[src/rtl/dac_spi_pkg.sv]
// Shared types and helpers for the DAC SPI output stage.
// State encoding, default command prefix, offset-binary conversion.
package dac_spi_pkg;

  typedef enum logic [1:0] {
    IDLE,
    SETUP,
    SHIFT,
    HOLD
  } state_e;

  localparam logic [3:0] CMD_DEFAULT = 4'b0011;

  // Flip the sample MSB to turn two's complement into offset binary.
  function automatic logic [31:0] to_offset(
    input logic [31:0] s,
    input int          w,
    input logic        inv
  );
    return s ^ ({31'b0, inv} << (w - 1));
  endfunction

endpackage

[src/rtl/dac_spi_tick_gen.sv]
// Divider tick: fires every CLK_DIV cycles, restartable.
// pre_tick fires one cycle ahead of tick when CLK_DIV > 1.
module dac_spi_tick_gen #(
  parameter int CLK_DIV = 2
) (
  input  logic CLK_SYS,
  input  logic nRST,
  input  logic restart,
  output logic tick,
  output logic pre_tick
);

  localparam int CW  = $clog2(CLK_DIV + 1);
  localparam int PRE = (CLK_DIV > 1) ? CLK_DIV - 2 : 0;

  logic [CW-1:0] cnt_q, cnt_d;

  always_comb begin
    tick     = (cnt_q == CW'(CLK_DIV - 1));
    pre_tick = (CLK_DIV > 1) && (cnt_q == CW'(PRE));
    cnt_d    = cnt_q + 1'b1;
    if (restart || tick)
      cnt_d = '0;
  end

  always_ff @(posedge CLK_SYS or negedge nRST)
    if (!nRST) cnt_q <= '0;
    else       cnt_q <= cnt_d;

endmodule

[src/rtl/dac_spi_tx.sv]
// SPI mode-0 DAC frame transmitter with FRAME_DONE pacing pulse.
// Optional LDAC_N strobe when DAC_SPI_TX_LDAC_EN is defined.
module dac_spi_tx
  import dac_spi_pkg::*;
#(
  parameter int DATA_WIDTH  = 12,
  parameter int CMD_WIDTH   = 4,
  parameter logic [CMD_WIDTH-1:0] CMD_VALUE =
    CMD_WIDTH'(CMD_DEFAULT),
  parameter int FRAME_WIDTH = 16,
  parameter int CLK_DIV     = 2,
  parameter int SIGNED_IN   = 1
) (
  input  logic                  CLK_SYS,
  input  logic                  nRST,
  input  logic                  EN,
  input  logic [DATA_WIDTH-1:0] DATA_IN,
  input  logic                  DATA_VALID,
  output logic                  DATA_READY,
  output logic                  FRAME_DONE,
  output logic                  SPI_SCLK,
  output logic                  SPI_MOSI,
  output logic                  SPI_CS_N
`ifdef DAC_SPI_TX_LDAC_EN
  ,
  output logic                  LDAC_N
`endif
);

  localparam int FW = FRAME_WIDTH;
  localparam int BW = $clog2(FRAME_WIDTH + 1);

  state_e        state_q, state_d;
  logic [FW-1:0] sh_q, sh_d;
  logic [BW-1:0] bit_q, bit_d;
  logic          sclk_q, sclk_d;
  logic          cs_n_q, cs_n_d;
  logic          mosi_q, mosi_d;
  logic          done_q, done_d;
`ifdef DAC_SPI_TX_LDAC_EN
  logic          ldac_n_q, ldac_n_d;
  logic          ph_q, ph_d;
`endif

  logic                  tick, pre_tick, restart;
  logic [DATA_WIDTH-1:0] conv;
  logic [FW-1:0]         frame;

  dac_spi_tick_gen #(
    .CLK_DIV (CLK_DIV)
  ) u_tick (
    .CLK_SYS  (CLK_SYS),
    .nRST     (nRST),
    .restart  (restart),
    .tick     (tick),
    .pre_tick (pre_tick)
  );

  always_comb begin
    conv = DATA_WIDTH'(to_offset(
      32'(DATA_IN), DATA_WIDTH, SIGNED_IN != 0));
    frame = '0;
    frame[FW-1 -: CMD_WIDTH] = CMD_VALUE;
    frame[FW-CMD_WIDTH-1 -: DATA_WIDTH] = conv;
  end

  always_comb begin
    state_d = state_q;
    sh_d    = sh_q;
    bit_d   = bit_q;
    sclk_d  = sclk_q;
    cs_n_d  = cs_n_q;
    mosi_d  = mosi_q;
    done_d  = 1'b0;
`ifdef DAC_SPI_TX_LDAC_EN
    ldac_n_d = ldac_n_q;
    ph_d     = ph_q;
`endif
    if (!EN) begin
      state_d = IDLE;
      cs_n_d  = 1'b1;
      sclk_d  = 1'b0;
      mosi_d  = 1'b0;
`ifdef DAC_SPI_TX_LDAC_EN
      ldac_n_d = 1'b1;
      ph_d     = 1'b0;
`endif
    end else begin
      unique case (state_q)
        IDLE: begin
`ifdef DAC_SPI_TX_LDAC_EN
          ldac_n_d = 1'b1;
          ph_d     = 1'b0;
`endif
          if (DATA_VALID) begin
            state_d = SETUP;
            sh_d    = frame;
            bit_d   = BW'(FW - 1);
            cs_n_d  = 1'b0;
            sclk_d  = 1'b0;
            mosi_d  = frame[FW-1];
          end
        end
        SETUP: begin
          if (tick) begin
            state_d = SHIFT;
            sclk_d  = 1'b1;
          end
        end
        SHIFT: begin
          if (tick && sclk_q) begin
            sclk_d = 1'b0;
            sh_d   = sh_q << 1;
            mosi_d = sh_q[FW-2];
          end else if (tick && bit_q == '0) begin
            cs_n_d  = 1'b1;
            mosi_d  = 1'b0;
            state_d = HOLD;
`ifndef DAC_SPI_TX_LDAC_EN
            if (CLK_DIV == 1) begin
              state_d = IDLE;
              done_d  = 1'b1;
            end
`endif
          end else if (tick) begin
            bit_d  = bit_q - 1'b1;
            sclk_d = 1'b1;
          end
        end
        HOLD: begin
          // The FRAME_DONE/IDLE cycle counts toward the
          // CS_N-high (and LDAC_N-low) intervals.
`ifdef DAC_SPI_TX_LDAC_EN
          if (!ph_q && tick) begin
            ph_d     = 1'b1;
            ldac_n_d = 1'b0;
            if (CLK_DIV == 1) begin
              state_d = IDLE;
              done_d  = 1'b1;
              ph_d    = 1'b0;
            end
          end else if (ph_q && pre_tick) begin
            state_d = IDLE;
            done_d  = 1'b1;
            ph_d    = 1'b0;
          end
`else
          if (pre_tick) begin
            state_d = IDLE;
            done_d  = 1'b1;
          end
`endif
        end
        default: state_d = IDLE;
      endcase
    end
  end

  assign restart = (state_d != state_q);

  always_ff @(posedge CLK_SYS or negedge nRST)
    if (!nRST) begin
      state_q <= IDLE;
      sh_q    <= '0;
      bit_q   <= '0;
      sclk_q  <= 1'b0;
      cs_n_q  <= 1'b1;
      mosi_q  <= 1'b0;
      done_q  <= 1'b0;
`ifdef DAC_SPI_TX_LDAC_EN
      ldac_n_q <= 1'b1;
      ph_q     <= 1'b0;
`endif
    end else begin
      state_q <= state_d;
      sh_q    <= sh_d;
      bit_q   <= bit_d;
      sclk_q  <= sclk_d;
      cs_n_q  <= cs_n_d;
      mosi_q  <= mosi_d;
      done_q  <= done_d;
`ifdef DAC_SPI_TX_LDAC_EN
      ldac_n_q <= ldac_n_d;
      ph_q     <= ph_d;
`endif
    end

  assign DATA_READY = EN && (state_q == IDLE);
  assign FRAME_DONE = done_q;
  assign SPI_SCLK   = sclk_q;
  assign SPI_MOSI   = mosi_q;
  assign SPI_CS_N   = cs_n_q;
`ifdef DAC_SPI_TX_LDAC_EN
  assign LDAC_N     = ldac_n_q;
`endif

endmodule
[config.mk]
export PLATFORM = sky130hd
export DESIGN_NAME = dac_spi_tx
export DESIGN_NICKNAME = d
export VERILOG_FILES = /design/src/rtl/dac_spi_pkg.sv /design/src/rtl/dac_spi_tick_gen.sv /design/src/rtl/dac_spi_tx.sv
export SDC_FILE = /design/constraint.sdc
export NUM_CORES = 1
export LEC_CHECK = 0
export CORE_MARGIN = 1.5
export CORE_UTILIZATION = 55
export CTS_BUF_LIST = sky130_fd_sc_hd__clkbuf_4 sky130_fd_sc_hd__clkbuf_8 sky130_fd_sc_hd__clkbuf_16
export DETAILED_ROUTE_END_ITERATION = 6
export GPL_TIMING_DRIVEN = 0
export PLACE_DENSITY = 0.78
export SLEW_MARGIN = 20
export SYNTH_ARGS = -nofsm -noshare
export SYNTH_HDL_FRONTEND = slang
export SYNTH_SLANG_ARGS = --single-unit
export TNS_END_PERCENT = 100
[constraint.sdc]
create_clock -name CLK_SYS -period 4.06 [get_ports CLK_SYS]
set_input_delay 0.406 -clock CLK_SYS [delete_from_list [all_inputs] [get_ports CLK_SYS]]
set_output_delay 0.406 -clock CLK_SYS [all_outputs]
set_load 0.1 [all_outputs]
==> results.ini <==
[critical_path]
r2r_cells=6
crit_chain=inv_1, ha_1, buf_2, and2_1, clkdlybuf4s50_1
cp-start-kind=register
max_stage_delay_ns=1.13
cp.required_ns=3.65
cp.arrival_ns=2.66
crit_slowest_cell=clkdlybuf4s50_1
crit_type=reg2out
cp_max_fo=10
end_kind=output pin

[synth]
synth_mux_area_share_pct=8.346
syn-num-nets=194
yosys.area_share.simple_pct=17.62
synthAdderAreaFrac_pct=7.728
synth-compound-area-share_pct=17.70
synth_seq_cells=28
synth_warnings=0
synth-xor-area-share_pct=0
ys_seq_area_share_pct=43.35
synth_top_cell_by_area=dfrtp_1
synth_area_leaders=dfrtp_1 42%, ha_1 7.7%, mux2i_1 7.4%
syn-cell-area_mm2=0.001619
synth_edf_count=0
ys_types=37
synth_top_area_share_pct=41.73
synth_top_family_by_area=compound AO/OA/AOI/OAI gates
synth_ff_type=dfrtp_1
syn_avg_cell_area_um2=9.637
synthCells=168
ys_async_sr_fraction_pct=100.0

[timing]
max_freq_mhz=326.3
fin_crit_sh_pct=75.48
fin_setup_tns_ns=0
relSlewSlack_pct=35.15
setup_viol=0
rsz0062_at_grt=no
finalHoldViolations=0
fin_skew_ns=0.006547
report.final.slew_viol_count=0
tightestPinTransition_ns=0.9697
layout_setup_ws_ns=0.9954
fin_crit_ns=3.065

[cts]
cts_tree=done
post_cts_buffers=0
cts.htree.levels=1
clockRootBuffer=clkbuf_4
numCtsBuffers=3
clk-insertion-delay-late_ns=0.33
numClockSinks=28
cts.hold.buffers_added=0
ctsResizeCount=0
clk_path_buf_depth=2
clk_pin_slew_ns=0.15

[placed_design]
portBuffers=19
dp_cells=218
dp.final_hpwl_mm=2.443
dp_slack_ns=1.382
gp_congestion=0.8447

[final_layout]
synthToLayoutAreaGrowth_pct=17.08
layout.cells.non_filler=222
nets=218
final_common_cell=dfrtp_1
antenna_cells=0
mostFrequentLayoutCells=27 x dfrtp_1, 19 x o21ai_0, 19 x nand2_1
drive_gt1_share_pct=9.948

[pwr]
p_per_area_mw_per_mm2=604.1
ir_drop_mv=0.4218
power_leakage_nw=0.8364

[global_route]
grt.met1_usage_pct=28.49
met2_usage_pct=39.41
grt-ovfl-total=0
grt_pass1_wl_mm=5.940
antenna_found_initial=0
use_met3_pct=2.948
grt.busiest_layer=met2
grt_pass1_vias=1385
groute.usage.overall_pct=22.70
grt_max_degree=29

[floorplanning]
initial_utilization_pct=58.21
core_mm2=0.002781
ioPinCount=21
die_area_mm2=0.003278
fp.dieH_um=57.26
die_w_um=57.26
core.rowCount=19

[route]
ant_nets=0
drcViolationCount=0
drt_iter0_drc=54
viasPerCell=5.941
dr.pass1.iters=4
num_vias=1319
routed_wl_mm=3.318
wl_per_cell_um=14.95

[worst_hold_path]
holdCritPathClass=in2async

[flow_run]
drv_cap=0

[status]
status=completed

-- area by class of cell --
class | count | area [µm²]
plain buffers | 9 | 43.79
clock buffers | 3 | 22.52
clock inverters | 1 | 30.03
fillers | 232 | 885.9
inverters | 11 | 41.29
multi-input cells | 120 | 832.0
flip-flops and latches | 28 | 701.9
well taps | 31 | 38.79
repair buffers | 19 | 185.2
-- cell usage after synthesis (3+ instances only) --
master,instances
mux2i_1,12
buf_2,8
dfrtp_1,27
a21oi_1,10
nor2b_1,5
nand2b_1,7
ha_1,10
a31oi_1,5
inv_1,11
nand2_1,19
o21ai_0,19
nor2_1,3
-- cells by family (layout without fill, tap and decap cells) --
group	after synthesis	after routing
AO/OA/AOI/OAI	46	46
adder cells (fa/ha/maj)	10	10
flip-flops	28	28
multiplexers	13	13
AND/OR/NAND/NOR	51	51
buffers and inverters	20	43
-- report_power, final --
group	switching [mW]	leakage, nW	internal, mW
Sequential	0.0646	0.341	0.376
Clock	0.0836	0.0279	0.0999
Combinational	0.321	0.467	0.200
Total	0.469	0.836	0.676
-- worst max-delay path, delay by kind of cell, from the launching register on --
family | cells | cell delay (ns)
buffers and inverters | 3 | 1.49
AND/OR/NAND/NOR | 1 | 0.17
adder cells (fa/ha/maj) | 1 | 0.21
flip-flops | 1 | 0.45
-- per-stage QoR --
stage / total power, mW / hold slack (ns) / util [%] / cell area, µm²
global route: 1.235 / 0.1152 / 68.15 / 1896
detailed placement: 0.9608 / 0.4523 / 66.26 / 1843
global placement: 0.9333 / 0.4559 / 66.44 / 1848
finish: 1.145 / 0.06640 / 68.15 / 1896
floorplan: 0.8280 / 0.1104 / - / 1619
CTS: 1.147 / 0.07093 / 68.15 / 1896
-- state kept, by name (all words and copies together), names as in the netlist --
| signal | flops |
|---|---|
| SPI_CS_N | 1 |
| u_tick.cnt_q | 2 |
| bit_q | 5 |
| state_q | 2 |
| sh_q | 15 |
| SPI_MOSI | 1 |
| FRAME_DONE | 1 |
| SPI_SCLK | 1 |
-- routing by layer --
metal	share of wire (%)	wire (µm)	vias to the layer above
li1	-	-	641
met1	44	1466	634
met2	50	1665	33
met3	3.4	113	11
met4	2.2	72	0
met5	0	0	-
-- final timing paths --
check	start	endpoint	slack (ns)
max	state_q[1]	DATA_READY	1.0
max reg2reg	u_tick.cnt_q[0]	sh_q[7]	2.11
min reg2reg	u_tick.cnt_q[0]	u_tick.cnt_q[0]	0.49
min	nRST	u_tick.cnt_q[1]	0.07
min in group CLK_SYS	EN	SPI_CS_N	0.35
max in group asynchronous	nRST	sh_q[1]	3.59
(Power assumes the default switching activity.)
